--- config.mk ---
export PLATFORM = sky130hd
export DESIGN_NAME = puf_eval_controller
export DESIGN_NICKNAME = d
export VERILOG_FILES = /design/src/rtl/puf_ctrl_pkg.sv /design/src/rtl/puf_eval_controller_voter.sv /design/src/rtl/puf_eval_controller.sv
export SDC_FILE = /design/constraint.sdc
export NUM_CORES = 1
export LEC_CHECK = 0
export BUFFER_PORTS_ARGS = -buffer_cell sky130_fd_sc_hd__buf_2
export CAP_MARGIN = 20
export CORE_MARGIN = 2
export CORE_UTILIZATION = 60
export CTS_BUF_LIST = sky130_fd_sc_hd__clkbuf_8
export DETAILED_ROUTE_END_ITERATION = 10
export PLACE_DENSITY_LB_ADDON = 0.12
export SETUP_SLACK_MARGIN = 0.5
export SLEW_MARGIN = 15
export SYNTH_ARGS = -nofsm -noshare
export SYNTH_HDL_FRONTEND = slang
export SYNTH_HIERARCHICAL = 1
export SYNTH_SLANG_ARGS = --single-unit
--- constraint.sdc ---
create_clock -name clk -period 5.6 [get_ports clk]
set_clock_uncertainty 0.2 [all_clocks]
set_input_delay 0.28 -clock clk [delete_from_list [all_inputs] [get_ports clk]]
set_output_delay 0.28 -clock clk [all_outputs]
set_load 0.01 [all_outputs]
--- src/rtl/puf_ctrl_pkg.sv ---
// Shared types and helpers for the arbiter PUF evaluation controller.
// The optional PUF_VOTE_STATS_EN build uses STAT_W for its counter width.
package puf_ctrl_pkg;

    // Controller sequencing states
    typedef enum logic [2:0] {
        IDLE,
        CLEAR,
        ARM,
        SAMPLE,
        VOTE,
        DONE
    } puf_state_t;

    // Width of the unstable-vote statistics counter
    localparam int STAT_W = 16;

    // Bits needed to count 0..n_eval ones without wrapping
    function automatic int vote_cnt_w(input int n_eval);
        return $clog2(n_eval + 1);
    endfunction

endpackage

--- src/rtl/puf_eval_controller_voter.sv ---
// Per-bit majority voter: counts the ones seen for one response bit across
// the evaluations of a challenge and reports the majority and disagreement.
module puf_bit_voter
    import puf_ctrl_pkg::*;
#(
    parameter int N_EVAL = 5
) (
    input  logic clk,
    input  logic reset_n,
    input  logic clear,
    input  logic inc,
    output logic majority,
    output logic unstable
);

    localparam int CW = vote_cnt_w(N_EVAL);

    logic [CW-1:0] ones;

    // Ones-counter; the guard keeps it from ever passing N_EVAL
    always_ff @(posedge clk) begin
        if (!reset_n || clear) begin
            ones <= '0;
        end else if (inc && (ones != CW'(N_EVAL))) begin
            ones <= ones + CW'(1);
        end
    end

    assign majority = (ones > CW'(N_EVAL / 2));
    assign unstable = (ones != '0) && (ones != CW'(N_EVAL));

endmodule

--- src/rtl/puf_eval_controller.sv ---
// Arbiter PUF evaluation controller: repeatedly clears, launches and samples
// one PUF for a single challenge, then majority-votes the samples.
// Optional macro PUF_VOTE_STATS_EN adds stat_unstable_cnt, a saturating count
// of votes that had at least one unstable bit.
module puf_eval_controller
    import puf_ctrl_pkg::*;
#(
    parameter int C_BITS        = 4,
    parameter int R_BITS        = 4,
    parameter int SETTLE_CYCLES = 4,
    parameter int N_EVAL        = 5
) (
    input  logic              clk,
    input  logic              reset_n,
    input  logic              req_valid,
    output logic              req_ready,
    input  logic [C_BITS-1:0] req_challenge,
    output logic              puf_reset,
    output logic              puf_enable,
    output logic [C_BITS-1:0] puf_challenge,
    input  logic [R_BITS-1:0] puf_resp,
    output logic              rsp_valid,
    input  logic              rsp_ready,
    output logic [R_BITS-1:0] rsp_data,
    output logic [R_BITS-1:0] rsp_unstable
`ifdef PUF_VOTE_STATS_EN
    ,
    output logic [STAT_W-1:0] stat_unstable_cnt
`endif
);

    localparam int CW = vote_cnt_w(N_EVAL);
    localparam int SW = $clog2(SETTLE_CYCLES + 1);

    puf_state_t      state;
    logic [CW-1:0]   eval_cnt;
    logic [SW-1:0]   settle_cnt;
    logic            voter_clear;
    logic [R_BITS-1:0] voter_inc;
    logic [R_BITS-1:0] majority_vec;
    logic [R_BITS-1:0] unstable_vec;

    // Vote counters stay cleared while idle; samples count only in SAMPLE.
    // The counter update itself is the single register stage on puf_resp,
    // which is quasi-static by then because the PUF settled during ARM.
    assign voter_clear = (state == IDLE);
    assign voter_inc   = (state == SAMPLE) ? puf_resp : '0;

    genvar b;
    generate
        for (b = 0; b < R_BITS; b++) begin : g_voter
            puf_bit_voter #(
                .N_EVAL(N_EVAL)
            ) u_voter (
                .clk     (clk),
                .reset_n (reset_n),
                .clear   (voter_clear),
                .inc     (voter_inc[b]),
                .majority(majority_vec[b]),
                .unstable(unstable_vec[b])
            );
        end
    endgenerate

    // Main sequencer with all handshake and PUF-facing outputs registered
    always_ff @(posedge clk) begin
        if (!reset_n) begin
            state         <= IDLE;
            eval_cnt      <= '0;
            settle_cnt    <= '0;
            req_ready     <= 1'b1;
            puf_reset     <= 1'b1;
            puf_enable    <= 1'b0;
            puf_challenge <= '0;
            rsp_valid     <= 1'b0;
            rsp_data      <= '0;
            rsp_unstable  <= '0;
        end else begin
            case (state)
                IDLE: begin
                    puf_reset  <= 1'b1;
                    puf_enable <= 1'b0;
                    if (req_valid && req_ready) begin
                        puf_challenge <= req_challenge;
                        eval_cnt      <= '0;
                        req_ready     <= 1'b0;
                        state         <= CLEAR;
                    end
                end
                CLEAR: begin
                    puf_reset  <= 1'b0;
                    puf_enable <= 1'b1;
                    settle_cnt <= SW'(SETTLE_CYCLES - 1);
                    state      <= ARM;
                end
                ARM: begin
                    if (settle_cnt == '0) begin
                        state <= SAMPLE;
                    end else begin
                        settle_cnt <= settle_cnt - SW'(1);
                    end
                end
                SAMPLE: begin
                    puf_enable <= 1'b0;
                    puf_reset  <= 1'b1;
                    eval_cnt   <= eval_cnt + CW'(1);
                    if (eval_cnt == CW'(N_EVAL - 1)) begin
                        state <= VOTE;
                    end else begin
                        state <= CLEAR;
                    end
                end
                VOTE: begin
                    rsp_data     <= majority_vec;
                    rsp_unstable <= unstable_vec;
                    rsp_valid    <= 1'b1;
                    state        <= DONE;
                end
                DONE: begin
                    if (rsp_ready) begin
                        rsp_valid <= 1'b0;
                        req_ready <= 1'b1;
                        state     <= IDLE;
                    end
                end
                default: begin
                    state      <= IDLE;
                    req_ready  <= 1'b1;
                    puf_reset  <= 1'b1;
                    puf_enable <= 1'b0;
                    rsp_valid  <= 1'b0;
                end
            endcase
        end
    end

`ifdef PUF_VOTE_STATS_EN
    // Saturating count of votes that flagged any unstable bit
    always_ff @(posedge clk) begin
        if (!reset_n) begin
            stat_unstable_cnt <= '0;
        end else if ((state == VOTE) && (|unstable_vec) && (stat_unstable_cnt != '1)) begin
            stat_unstable_cnt <= stat_unstable_cnt + STAT_W'(1);
        end
    end
`endif

endmodule

* Word-level counts from Yosys, hierarchy flattened *
Cells that the tools add are included.

storage, ports and cells
  bits in registers = 37
  input port bits = 12
  output and inout port bits = 16
  word-level logic and storage cells = 85

cells by class
  add/sub/neg operators = 6
  magnitude comparators = 4
  equal/unequal tests = 14
  mux-type cells = 17
  bitwise operators = 2
  reductions and logical operators = 28

operator list
  operator             count
  $mux 3               6
  $pmux 3 s6           1
  $add 3x1->3 const B  5
  $gt 3x2->1 const B   4
  $ne 3x3->1 const B   4
  $pmux 3 s2           2
  $reduce_bool 3->1    4
  $eq 3x3->1 const B   3
  $logic_and 1x1->1    9
  $ne 2x2->1 const B   4
  $reduce_and 2->1     4
  $reduce_or 4->1      2
  $eq 3x2->1 const B   2
  $logic_not 3->1      2
  $pmux 1 s3           2
  $reduce_and 3->1     2
  $mux 4               1
  $pmux 1 s2           2
  $reduce_bool 2->1    2
  $eq 3x1->1 const B   1
  $mux 1               3
  $reduce_or 3->1      1
  $sub 3x1->3 const B  1
  $not 1->1            2
  other kinds (2)      2

* Longest topological paths before layout *
Gate-level depths: netlist of run 1.

  depth after elaboration = 4
  depth in mapped cells = 6
  mapped depth without buffers = 6

* Hierarchy *
The synthesis of run 1 kept the hierarchy.

by module, submodules not included
  module               instances  cells an instance  area an instance (µm²)  sequential area each (µm²)
  puf_eval_controller  1          139                1234.9                  500.5
  puf_bit_voter        4          21                 224.0                   60.1

* Worst setup path before layout of run 1 *
No wires, ideal clock.

  kind = register -> register
  start point = reg state[1]
  end point = reg puf_challenge[0]
  setup time = 72 ps
  arrival time = 1978 ps
  data required time = 5328 ps
  slack = 3351 ps
  stages on the path, launching flop included = 5
  path buffers = 1
  clock period less this slack = 2249 ps
  path through = dfxtp_1 nor3_1 and3_1 buf_2 mux2i_1

on the way
  word-level cells in the longest chain between the ends = 2

RTL lines
  item                        RTL line                   RTL
  start: declaration          puf_eval_controller.sv:35  puf_state_t state;
  start signal: assignment    puf_eval_controller.sv:68  state <= IDLE;
  start signal: assignment    puf_eval_controller.sv:87  state <= CLEAR;
  start signal: assignment    puf_eval_controller.sv:94  state <= ARM;
  $logic_not 3->1             n/a
  net voter_clear             puf_eval_controller.sv:38  logic voter_clear;
  $reduce_and 2->1 (no line)  n/a
  end signal: assignment      puf_eval_controller.sv:84  puf_challenge <= req_challenge;
  end: declaration            puf_eval_controller.sv:20  output logic [C_BITS-1:0] puf_challenge,

The timed path passes the listed nets, and every way through them passes these cells.
A chain may end at the register's enable or synchronous reset.

* Worst setup path after layout of run 1 *
  start point = reg state[1]
  end point = reg g_voter[1].u_voter.ones[1]

on the way
  word-level cells in the longest chain between the ends = 3
  elaborated cells on any way between the ends = 5
  classes of those cells = eq/ne (1); mux (1); reduce/logical (3)

RTL lines
  item                    RTL line                         RTL
  $eq 3x2->1              puf_eval_controller.sv:47        assign voter_inc = (state == SAMPLE) ? puf_resp : '0;
  $mux 4                  puf_eval_controller.sv:47
  net voter_inc[1]        puf_eval_controller.sv:39        logic [R_BITS-1:0] voter_inc;
  $logic_and 1x1->1       puf_eval_controller_voter.sv:24  end else if (inc && (ones != CW'(N_EVAL))) begin
  end signal: assignment  puf_eval_controller_voter.sv:25  ones <= ones + CW'(1);
  end: declaration        puf_eval_controller_voter.sv:18  logic [CW-1:0] ones;

The timed path passes the listed nets, and every way through them passes these cells.

==> results of run 1 <==
==> cell families after synthesis <==
group / synth area share (%)
muxes: 11.3
adders and majority gates: 11.7
buffers and inverters: 4.93
xor gates and xnor gates: 0.411
DFF: 34.8
AOI/OAI and AO/OA: 10.9
and+or+nand+nor: 26.0
==> through the flow <==
stage          cell area, µm²  utilization [%]  hold slack (ps)  setup slack, ps
2_1_floorplan            2130                -              209             3350
3_3_place_gp             2290             68.0              244             3260
3_5_place_dp             2290             68.0              248             3190
4_1_cts                  2370             70.6             21.0             3190
5_1_grt                  2380             70.9             25.1             3090
6_report                 2380             70.9             30.8             3290
==> routing by layer <==
metal,vias up,wire (µm),global-route usage [%]
met5,-,0,0
met4,0,51,6.52
met1,726,1780,24.5
met2,28,1610,32.1
li1,831,-,-
met3,5,166,6.79
==> sequential cells by signal (all words and copies together), names as in the netlist <==
register,flops
eval_cnt,3
g_voter.u_voter/ones,12
puf_challenge,4
puf_enable,1
puf_reset,1
req_ready,1
rsp_data,4
rsp_unstable,4
rsp_valid,1
settle_cnt,3
state,3
==> worst max-delay path, stage by stage, from the launching register on <==
cell and delay, ps:
dfxtp_1 700, and3b_1 490, and2_1 220, a21boi_0 400, mux2i_1 230
==> power by group through the flow <==
stage / registers [mW] / clock network, mW / logic, mW
2_1_floorplan: 0.307 / 0 / 0.119
3_3_place_gp: 0.314 / 0 / 0.145
3_5_place_dp: 0.314 / 0 / 0.147
4_1_cts: 0.309 / 0.192 / 0.148
5_1_grt: 0.315 / 0.205 / 0.171
6_report: 0.309 / 0.187 / 0.153
==> final cells by class <==
type | count | area (µm²) | share of cell area (%)
Clock buffer | 6 | 82.6 | 3.46
Clock inverter | 1 | 3.75 | 0.157
Inverter | 15 | 56.3 | 2.36
Multi-Input combinational cell | 161 | 1290 | 54.1
Sequential cell | 37 | 741 | 31.1
Tap cell | 46 | 57.6 | 2.41
Timing Repair Buffer | 29 | 154 | 6.45
==> synth_stat cells (all sizes together), types with 2 or more instances <==
cell    instances
nand2b          9
or3b            4
ha             20
o21ai           4
nor4b           5
o21a            2
a21boi          4
and3b           2
buf             6
inv            15
nor3b           3
o21bai          4
nor3            3
nand3           4
o31ai           2
clkbuf          4
and2            4
and4b           4
mux2i          24
a21oi          14
nand2          14
nor2b          10
nand3b         12
dfxtp          37
==> path summary, 6_finish.rpt <==
kind                    start                    endpoint  slack (ps)
max                  state[1]  g_voter[1].u_voter/ones[1]        3290
min          req_challenge[2]            puf_challenge[2]          30
min reg2reg  puf_challenge[0]            puf_challenge[0]         260
max reg2reg          state[1]  g_voter[1].u_voter/ones[1]        3290
==> run metrics, run 1 <==
WS Path Type reg2reg; CTS buffer count 5; TNS Setup 0 ps; Clock Tree Buf Depth 2; DR iter-0 viols 62; most common cell after layout, fill and taps aside dfxtp_1; sw frac 29.9%; gr ovfl total 0; P per Cell Area between 200 and 300 mW/mm²; global-route wire length before repair roughly 6300 µm; core area 0.00336 mm²; final period utilization between 40% and 50%; Max-Cap Viols 0; Worst setup SP type flip-flop; antenna violations before repair 0; cts hold-fix bufs 0; Die W 63.6 µm; Combinational Power Share a little under a quarter; P_leak 0.929 nW; Internal Pwr Total 455 µW; row count 21; Pins Over Slew Limit 0; HP Class in2reg; most frequent cells in the layout 37 x dfxtp_1, 27 x buf_2, 24 x mux2i_1; Starting Density a little under two thirds; WP data arrival around 2300 ps; worst r2r path cells 4; pin count of the biggest net entering global routing 52; Pre-antenna DRT Iters 4; switching power 194 µW; H-tree depth 2; Post-Syn Area per Cell between 9 and 10 µm²; Routed WL per cell between 10 and 15 µm; clock power share between 20 and 30%; Routed WL between 3000 and 4000 µm; final setup violation count 0; Post-CTS Resized 0; syn nets roughly 260; DP HPWL 2470 µm; routed vias/inst around 5.4; ANT nets after route 0; Worst-Margin Slew 745 ps; fin cells 295; layout cells sized above 1 between 15 and 20%; TritonCTS clock tree done; CTS clock-pin slew for the worst setup and hold paths around 70 ps; Chip Height roughly 64 µm; routed via count roughly 1,600; post-synth design cell area roughly 0.0021 mm²; vias in the first global route around 1,400; DRC Markers 0; post-synth top area cell dfxtp_1; sequential power share 47.6%; Slew headroom between 50% and 60%; status complete, no violations; Synth top area share 34.8%; RSZ-0062 raised after global routing no; YS warnings 6; Synth Instances ~220; Root Driver clkbuf_8; Period minus WS final 2310 ps; Post-synth EDFFs 0; Primary FF master, synth dfxtp_1; Hold Crit Depth 3; synthesized flop and latch total 37; async set-reset flop share out of synthesis 0%; I/O Buffers 27; critical path capture point type flip-flop; setup bufs post-CTS 0; Hold Violations, Final 0; sequential cell area fraction in the yosys report 34.8%; Worst Path Required between 5000 and 6000 ps; Area contributors post-synth dfxtp_1 35%, ha_1 12%, mux2i_1 11%, nand3b_1 4.2%, a21oi_1 3.3%; fmax roughly 430 MHz; Crit Path Max Fanout 17; total global-route track usage ~20%; total power roughly 650 µW; Max IR drop VDD approximately 0.22 mV; Placed Instances roughly 290; n_diodes 0; # IOs 28; CTS Sinks 37; Area growth, synth to finish 11.9%; die area roughly 0.0040 mm²; library cells used by synthesis 41; clk_lat worst skew slightly below 300 ps; Filler cells between 200 and 300; nets@finish between 200 and 300; routability cong. 0.842
No activity file was read; power rests on OpenSTA's default activity.
==> run 2: changes to the inputs <==
--- a/config.mk
+++ b/config.mk
@@ -5,10 +5,11 @@
 export SDC_FILE = /design/constraint.sdc
 export NUM_CORES = 1
 export LEC_CHECK = 0
+export ABC_AREA = 1
 export BUFFER_PORTS_ARGS = -buffer_cell sky130_fd_sc_hd__buf_2
 export CAP_MARGIN = 20
 export CORE_MARGIN = 2
-export CORE_UTILIZATION = 60
+export CORE_UTILIZATION = 53
 export CTS_BUF_LIST = sky130_fd_sc_hd__clkbuf_8
 export DETAILED_ROUTE_END_ITERATION = 10
 export PLACE_DENSITY_LB_ADDON = 0.12
==> constraint.sdc (replaced) <==
create_clock -name clk -period 2.1 [get_ports clk]
set_clock_uncertainty 0.2 [all_clocks]
set_input_delay 0.105 -clock clk [delete_from_list [all_inputs] [get_ports clk]]
set_output_delay 0.105 -clock clk [all_outputs]
set_load 0.01 [all_outputs]
==> run metrics, run 2 <==
total global-route track usage 19.0% (-0.76 points); TNS Setup 0 ps (unchanged); Finished Cell Area 0.00237 mm² (-0.68%); total power 1.70 mW (+160%); cell with the most instances after synthesis inv_1; antenna violations before repair 0 (unchanged); post-synth design cell area 0.00198 mm² (-7.1%); DRC Markers 0 (unchanged); slowest cell delay on critical path 330 ps (-370 ps); YS warnings 6 (unchanged); row count 22 (+4.8%); critical path capture point type flip-flop; DR iter-0 viols 85 (+37%); Top delay family on crit path simple AND/OR/NAND/NOR gates; nets@finish 343 (+22%); Die W 65.1 µm (+2.4%); Routed WL per cell 10.6 µm (-13%); Post-synth EDFFs 0 (unchanged); WS Path Type reg2reg; gr ovfl total 0 (unchanged); Routed WL 3810 µm (+5.6%); status complete, no violations; sequential cell area fraction in the yosys report 37.4% (+2.7 points); Hold Violations, Final 0 (unchanged); routed vias/inst 4.71 (-13%); CTS Sinks 37 (unchanged); core area 0.00363 mm² (+8.0%); RSZ-0062 raised after global routing yes; async set-reset flop share out of synthesis 0% (unchanged); TritonCTS clock tree done; Worst Path Required 2140 ps (-3490 ps); hold slack 12.3 ps (-18.5 ps); post-synth top area cell dfxtp_1; n_diodes 0 (unchanged); Worst-Margin Slew 385 ps (-360 ps); fin util 65.2% (-5.7 points); Chip Height 65.1 µm (+2.4%); fin worst setup slack 573 ps (-2720 ps); Worst setup SP type flip-flop; Synth top area share 37.4% (+2.7 points); Pins Over Slew Limit 0 (unchanged); Period minus WS final 1530 ps (-780 ps); H-tree depth 2 (unchanged); Root Driver clkbuf_8; clk_lat worst skew 300 ps (about the same); syn nets 308 (+21%); Primary FF master, synth dfxtp_1; Clock Tree Buf Depth 2 (unchanged); Filler cells 337 (+23%); layout cells sized above 1 19.9% (+3.0 points); Buf/Inv on CP 2 (+2); Max IR drop VDD 0.466 mV (+110%); Starting Density 54.5% (-8.9 points); Max-Cap Viols 0 (unchanged); CTS buffer count 5 (unchanged); most common cell after layout, fill and taps aside inv_1; vias in the first global route 1,434 (-0.76%); HP Class in2reg; max FFs per register 12 (unchanged); I/O Buffers 27 (unchanged); routed via count 1,697 (+6.7%); Largest Register g_voter.u_voter/ones; most frequent cells in the layout 47 x inv_1, 41 x nor2_1, 39 x nand2_1; P per Cell Area 717 mW/mm² (+160%); placed cell areas 0.00215 mm² (-6.2%); library cells used by synthesis 27 (-34%); Synth Instances 276 (+24%); routability cong. 0.857 (+1.9%); most instantiated cells after synthesis 50 x inv_1, 46 x nor2_1, 40 x nand2_1; global-route wire length before repair 6070 µm (-4.1%); fmax 655 MHz (+51%); Crit Path Max Fanout 5 (-12); CP max-delay cell dfxtp_2; ANT nets after route 0 (unchanged); P_leak 1.09 nW (+18%); synthesized flop and latch total 37 (unchanged); # IOs 28 (unchanged); CTS clock-pin slew for the worst setup and hold paths 80 ps (about the same); DP HPWL 2680 µm (+8.3%); Post-Syn Area per Cell 7.17 µm² (-25%); Area contributors post-synth dfxtp_1 37%, ha_1 13%, inv_1 9.5%, nor2_1 8.7%, nand2_1 7.6%; Placed Instances 346 (+21%); fin cells 360 (+22%); setup bufs post-CTS 0 (unchanged); final period utilization 72.7% (+32 points); Pre-antenna DRT Iters 6 (+2); WP data arrival 1560 ps (-770 ps); cells along the critical path inv_2 > ha_2 > ha_1 > inv_1 > nand3_2 > or2_1 > a21oi_2; die area 0.00424 mm² (+4.8%); Setup Slack @ Placement 436 ps (-2760 ps); Area growth, synth to finish 19.7%; Slew headroom 74.3% (+24 points); final setup violation count 0 (unchanged); pin count of the biggest net entering global routing 24 (-54%)
-- run 2: cell count changes in the layout (fill, tap and decap cells not counted), moves of 6 or more --
cell,before,now
nand2b_1,8,0
dlygate4sd3_1,0,6
a21oi_1,14,20
nand2_1,14,39
nor2b_1,10,0
nor2_1,1,41
nand3b_1,12,0
inv_1,16,47
mux2i_1,24,0
nand3_1,4,14
o21ai_0,4,20
-- run 2: final timing paths --
path	from	endpoint	slack [ps]	cells after the start
setup / recovery	settle_cnt[0]	settle_cnt[2]	570	7
hold / removal	req_valid	puf_challenge[1]	10	3
setup reg to reg	settle_cnt[0]	settle_cnt[2]	570	7
hold reg to reg	puf_challenge[1]	puf_challenge[1]	240	2
-- run 2: kinds of logic after synthesis --
logic type / Yosys count / share of synthesized area, %
simple gates: 112 / 24.8
buf+inv: 56 / 11.1
compound gates: 50 / 13.6
flops: 37 / 37.4
fa+ha+maj: 20 / 12.6
xor+xnor: 1 / 0.443
-- run 2: metal layers --
layer / vias up / wire length [µm] / part of all wire (%) / track usage (%)
met4: 0 / 72 / 1.9 / 12.0
met2: 29 / 1850 / 48 / 31.3
met5: - / 0 / 0 / 0
met1: 734 / 1740 / 46 / 22.2
met3: 8 / 156 / 4.1 / 4.62
li1: 926 / - / - / -
-- run 2: where the power goes --
| part | switching [mW] | total (mW) | internal (mW) | leakage, nW |
|---|---|---|---|---|
| logic | 0.221 | 0.353 | 0.132 | 0.737 |
| clock network | 0.258 | 0.555 | 0.297 | 0.0542 |
| registers | 0.0393 | 0.792 | 0.752 | 0.302 |
| total | 0.518 | 1.70 | 1.18 | 1.09 |
-- run 2: final cells by class --
type,instances,area [µm²],share of cell area (%)
clock buffers,7,96.3,4.07
flip-flops and latches,37,749,31.6
repair buffers,33,195,8.24
clock inverters,1,5.00,0.211
multi-input cells,183,1070,45.2
well taps,48,60.1,2.54
inverters,51,191,8.08
-- run 2: timing repair --
action / 4_1_cts / 5_1_grt
endpoints found under the setup margin: 15 / 24
pin swaps: 0 / 4
endpoints found under the hold margin: 6 / 0
hold buffers: 6 / 0
gates cloned: 0 / 0
resized for setup: 5 / 19
-- run 2: tightest hold or removal path, stage by stage --
cell and delay, ps:
buf_2 110, nand4_2 170, a21oi_1 80
==> run 3: changes to the inputs <==
--- a/config.mk
+++ b/config.mk
@@ -9,7 +9,7 @@
 export BUFFER_PORTS_ARGS = -buffer_cell sky130_fd_sc_hd__buf_2
 export CAP_MARGIN = 20
 export CORE_MARGIN = 2
-export CORE_UTILIZATION = 53
+export CORE_UTILIZATION = 59
 export CTS_BUF_LIST = sky130_fd_sc_hd__clkbuf_8
 export DETAILED_ROUTE_END_ITERATION = 10
 export PLACE_DENSITY_LB_ADDON = 0.12
==> constraint.sdc (replaced) <==
create_clock -name clk -period 1.5 [get_ports clk]
set_clock_uncertainty 0.2 [all_clocks]
set_input_delay 0.075 -clock clk [delete_from_list [all_inputs] [get_ports clk]]
set_output_delay 0.075 -clock clk [all_outputs]
set_load 0.01 [all_outputs]
==> run metrics, run 3 (synthesis gave the netlist of run 2 again) <==
worst r2r path cells 8 (+1); P per Cell Area 1010 mW/mm² (+41%); cells along the critical path inv_6 > buf_6 > buf_6 > nand4_1 > nand2_1 > o21bai_1 > nand2_1 > nand2_1; clk_lat worst skew 300 ps (about the same); Die W 61.9 µm (-4.9%); fmax 603 MHz (-8.0%); TritonCTS clock tree done; CP Capture Point req_ready; sw frac 35.3% (+4.8 points); Multi-input gate area 0.00134 mm² (+25%); Buf/Inv on CP 3 (+1); TNS Setup -617 ps (-617 ps); I/O Buffers 27 (unchanged); switching power 1.10 mW (+110%); Crit path top cell by count nand2_1; slowest cell delay on critical path 430 ps (+100 ps); Period minus WS final 1660 ps (+133 ps); Finished Cell Area 0.00309 mm² (+30%); Max IR drop VDD 0.816 mV (+75%); FF-to-FF setup slack -160 ps (-730 ps); Routed WL per cell 20.4 µm (+93%); failing checks hold timing, setup timing; fin worst setup slack -159 ps (-733 ps); Combinational Power Share 33.2% (+12 points); GRT busiest layer met2; global-route wire length before repair 7640 µm (+26%); Crit Path Max Fanout 4 (-1); vias in the first global route 1,812 (+26%); Top delay family on crit path simple AND/OR/NAND/NOR gates; WP data arrival 1700 ps (+140 ps); Clock Tree Buf Depth 2 (unchanged); n_diodes 0 (unchanged); # IOs 28 (unchanged); Worst setup SP type flip-flop; Setup Slack @ Placement -5.51 ps (-441 ps); Hold Violations, Final 6 (+6); Root Driver clkbuf_8; CTS buffer count 5 (unchanged); RR Startpoint state[1]; ANT nets after route 0 (unchanged); Max-Cap Viols 0 (unchanged); routed vias/inst 6.05 (+28%); RSZ-0062 raised after global routing yes; Hold Crit Start reset_n; total power 3.13 mW (+84%); H-tree depth 2 (unchanged); cell count along the critical path 8 (+1); final setup violation count 13 (+13); clock power share 30.0% (-2.7 points); P_leak 1.34 nW (+23%); max FFs per register 12 (unchanged); layout cells sized above 1 50.4% (+31 points); Pins Over Slew Limit 0 (unchanged); Largest Register g_voter.u_voter/ones; routability cong. 0.875 (+2.0%); Internal Pwr Total 2.03 mW (+72%); CTS Sinks 37 (unchanged); most frequent cells in the layout 38 x inv_1, 37 x nor2_1, 31 x nand2_1; hold slack -86.9 ps (-99.2 ps); Pre-antenna DRT Iters 6 (unchanged); CP max-delay cell dfxtp_4; Routed WL 7980 µm (+110%); die area 0.00383 mm² (-9.6%); DP HPWL 2900 µm (+8.3%); Worst-Margin Slew 373 ps (-12.9 ps); CTS clock-pin slew for the worst setup and hold paths 90 ps (about the same); status finished with violations; placed cell areas 0.00227 mm² (+5.9%); cts hold-fix bufs 5 (-1); nets@finish 376 (+9.6%); total global-route track usage 27.5% (+8.4 points); Chip Height 61.9 µm (-4.9%); Starting Density 60.3% (+5.8 points); Worst Path Required 1540 ps (-600 ps); WS Path Type reg2reg; antenna violations before repair 0 (unchanged); Reg-to-Reg End req_ready; final period utilization 111% (+38 points); HP Class in2reg; met1 layer usage reported by global route 31.8% (+9.6 points); critical path capture point type flip-flop; crit path from state[1]; GR Layer Usage met2 47.5% (+16 points); core area 0.00328 mm² (-9.6%); sequential power share 36.8% (-9.8 points); pin count of the biggest net entering global routing 16 (-33%); FF/Latch Area 798 µm² (+6.5%); DRC Markers 0 (unchanged); gr ovfl total 0 (unchanged); Slew headroom 75.1% (+0.83 points); DR iter-0 viols 315 (+270%); row count 21 (-4.5%); Filler cells 112 (-67%); most common cell after layout, fill and taps aside inv_1; routed via count 2,367 (+39%); Area growth, synth to finish 56.0%; global-route met3 utilization 7.45% (+2.8 points)
run 3: cell types whose count changed in the layout (fill, tap and decap cells not counted), moves of 7 or more:
cell,previous run,this run
o21ai_0,20,7
a21oi_1,20,10
inv_1,47,38
buf_2,27,11
buf_4,0,24
dfxtp_2,4,22
dfxtp_4,1,8
buf_6,0,25
nand3_1,14,7
a21oi_2,1,11
nand2_1,39,31
dfxtp_1,32,7
run 3: repair_timing:
item,4_1_cts,5_1_grt
hold endpoints to repair,13,8
gates cloned,0,1
setup buffers,12,14
pin swaps,14,17
gates resized for setup,61,87
setup endpoints to repair,53,53
run 3: layout make-up:
class,count,share of cell area (%)
multi-input cells,184,43.4
repair buffers,65,18.4
well taps,46,1.86
flip-flops and latches,37,25.9
clock buffers,6,2.67
inverters,51,6.81
clock inverters,2,1.09
run 3: worst min path at each step:
stage	end	slack, ps	cells past startpoint
3_3_place_gp	puf_challenge[0]	150	3
4_1_cts	req_ready	-110	2
5_1_grt	req_ready	-70	2
2_1_floorplan	puf_challenge[0]	70	2
6_report	req_ready	-90	2
3_5_place_dp	puf_challenge[3]	160	3
run 3: routing by layer:
| metal | part of all wire, % | vias up | wire length, µm |
|---|---|---|---|
| met3 | 10 | 79 | 797 |
| met5 | 0 | - | 0 |
| met2 | 48 | 214 | 3840 |
| met1 | 34 | 1063 | 2740 |
| met4 | 7.6 | 0 | 603 |
| li1 | - | 1011 | - |
run 3: power by group through the flow:
stage / Sequential (mW) / Clock [mW] / Combinational [mW]
floorplan: 1.13 / 0 / 0.406
global placement: 1.13 / 0 / 0.542
detailed placement: 1.13 / 0 / 0.556
CTS: 1.12 / 0.900 / 0.735
global route: 1.15 / 0.964 / 1.11
finish: 1.15 / 0.941 / 1.04
run 3: metrics by stage:
stage	utilization [%]	instances
after floorplan	-	276
after global placement	69.2	351
after detailed placement	69.2	351
after CTS	82.6	376
after global routing	94.0	391
final	94.0	391
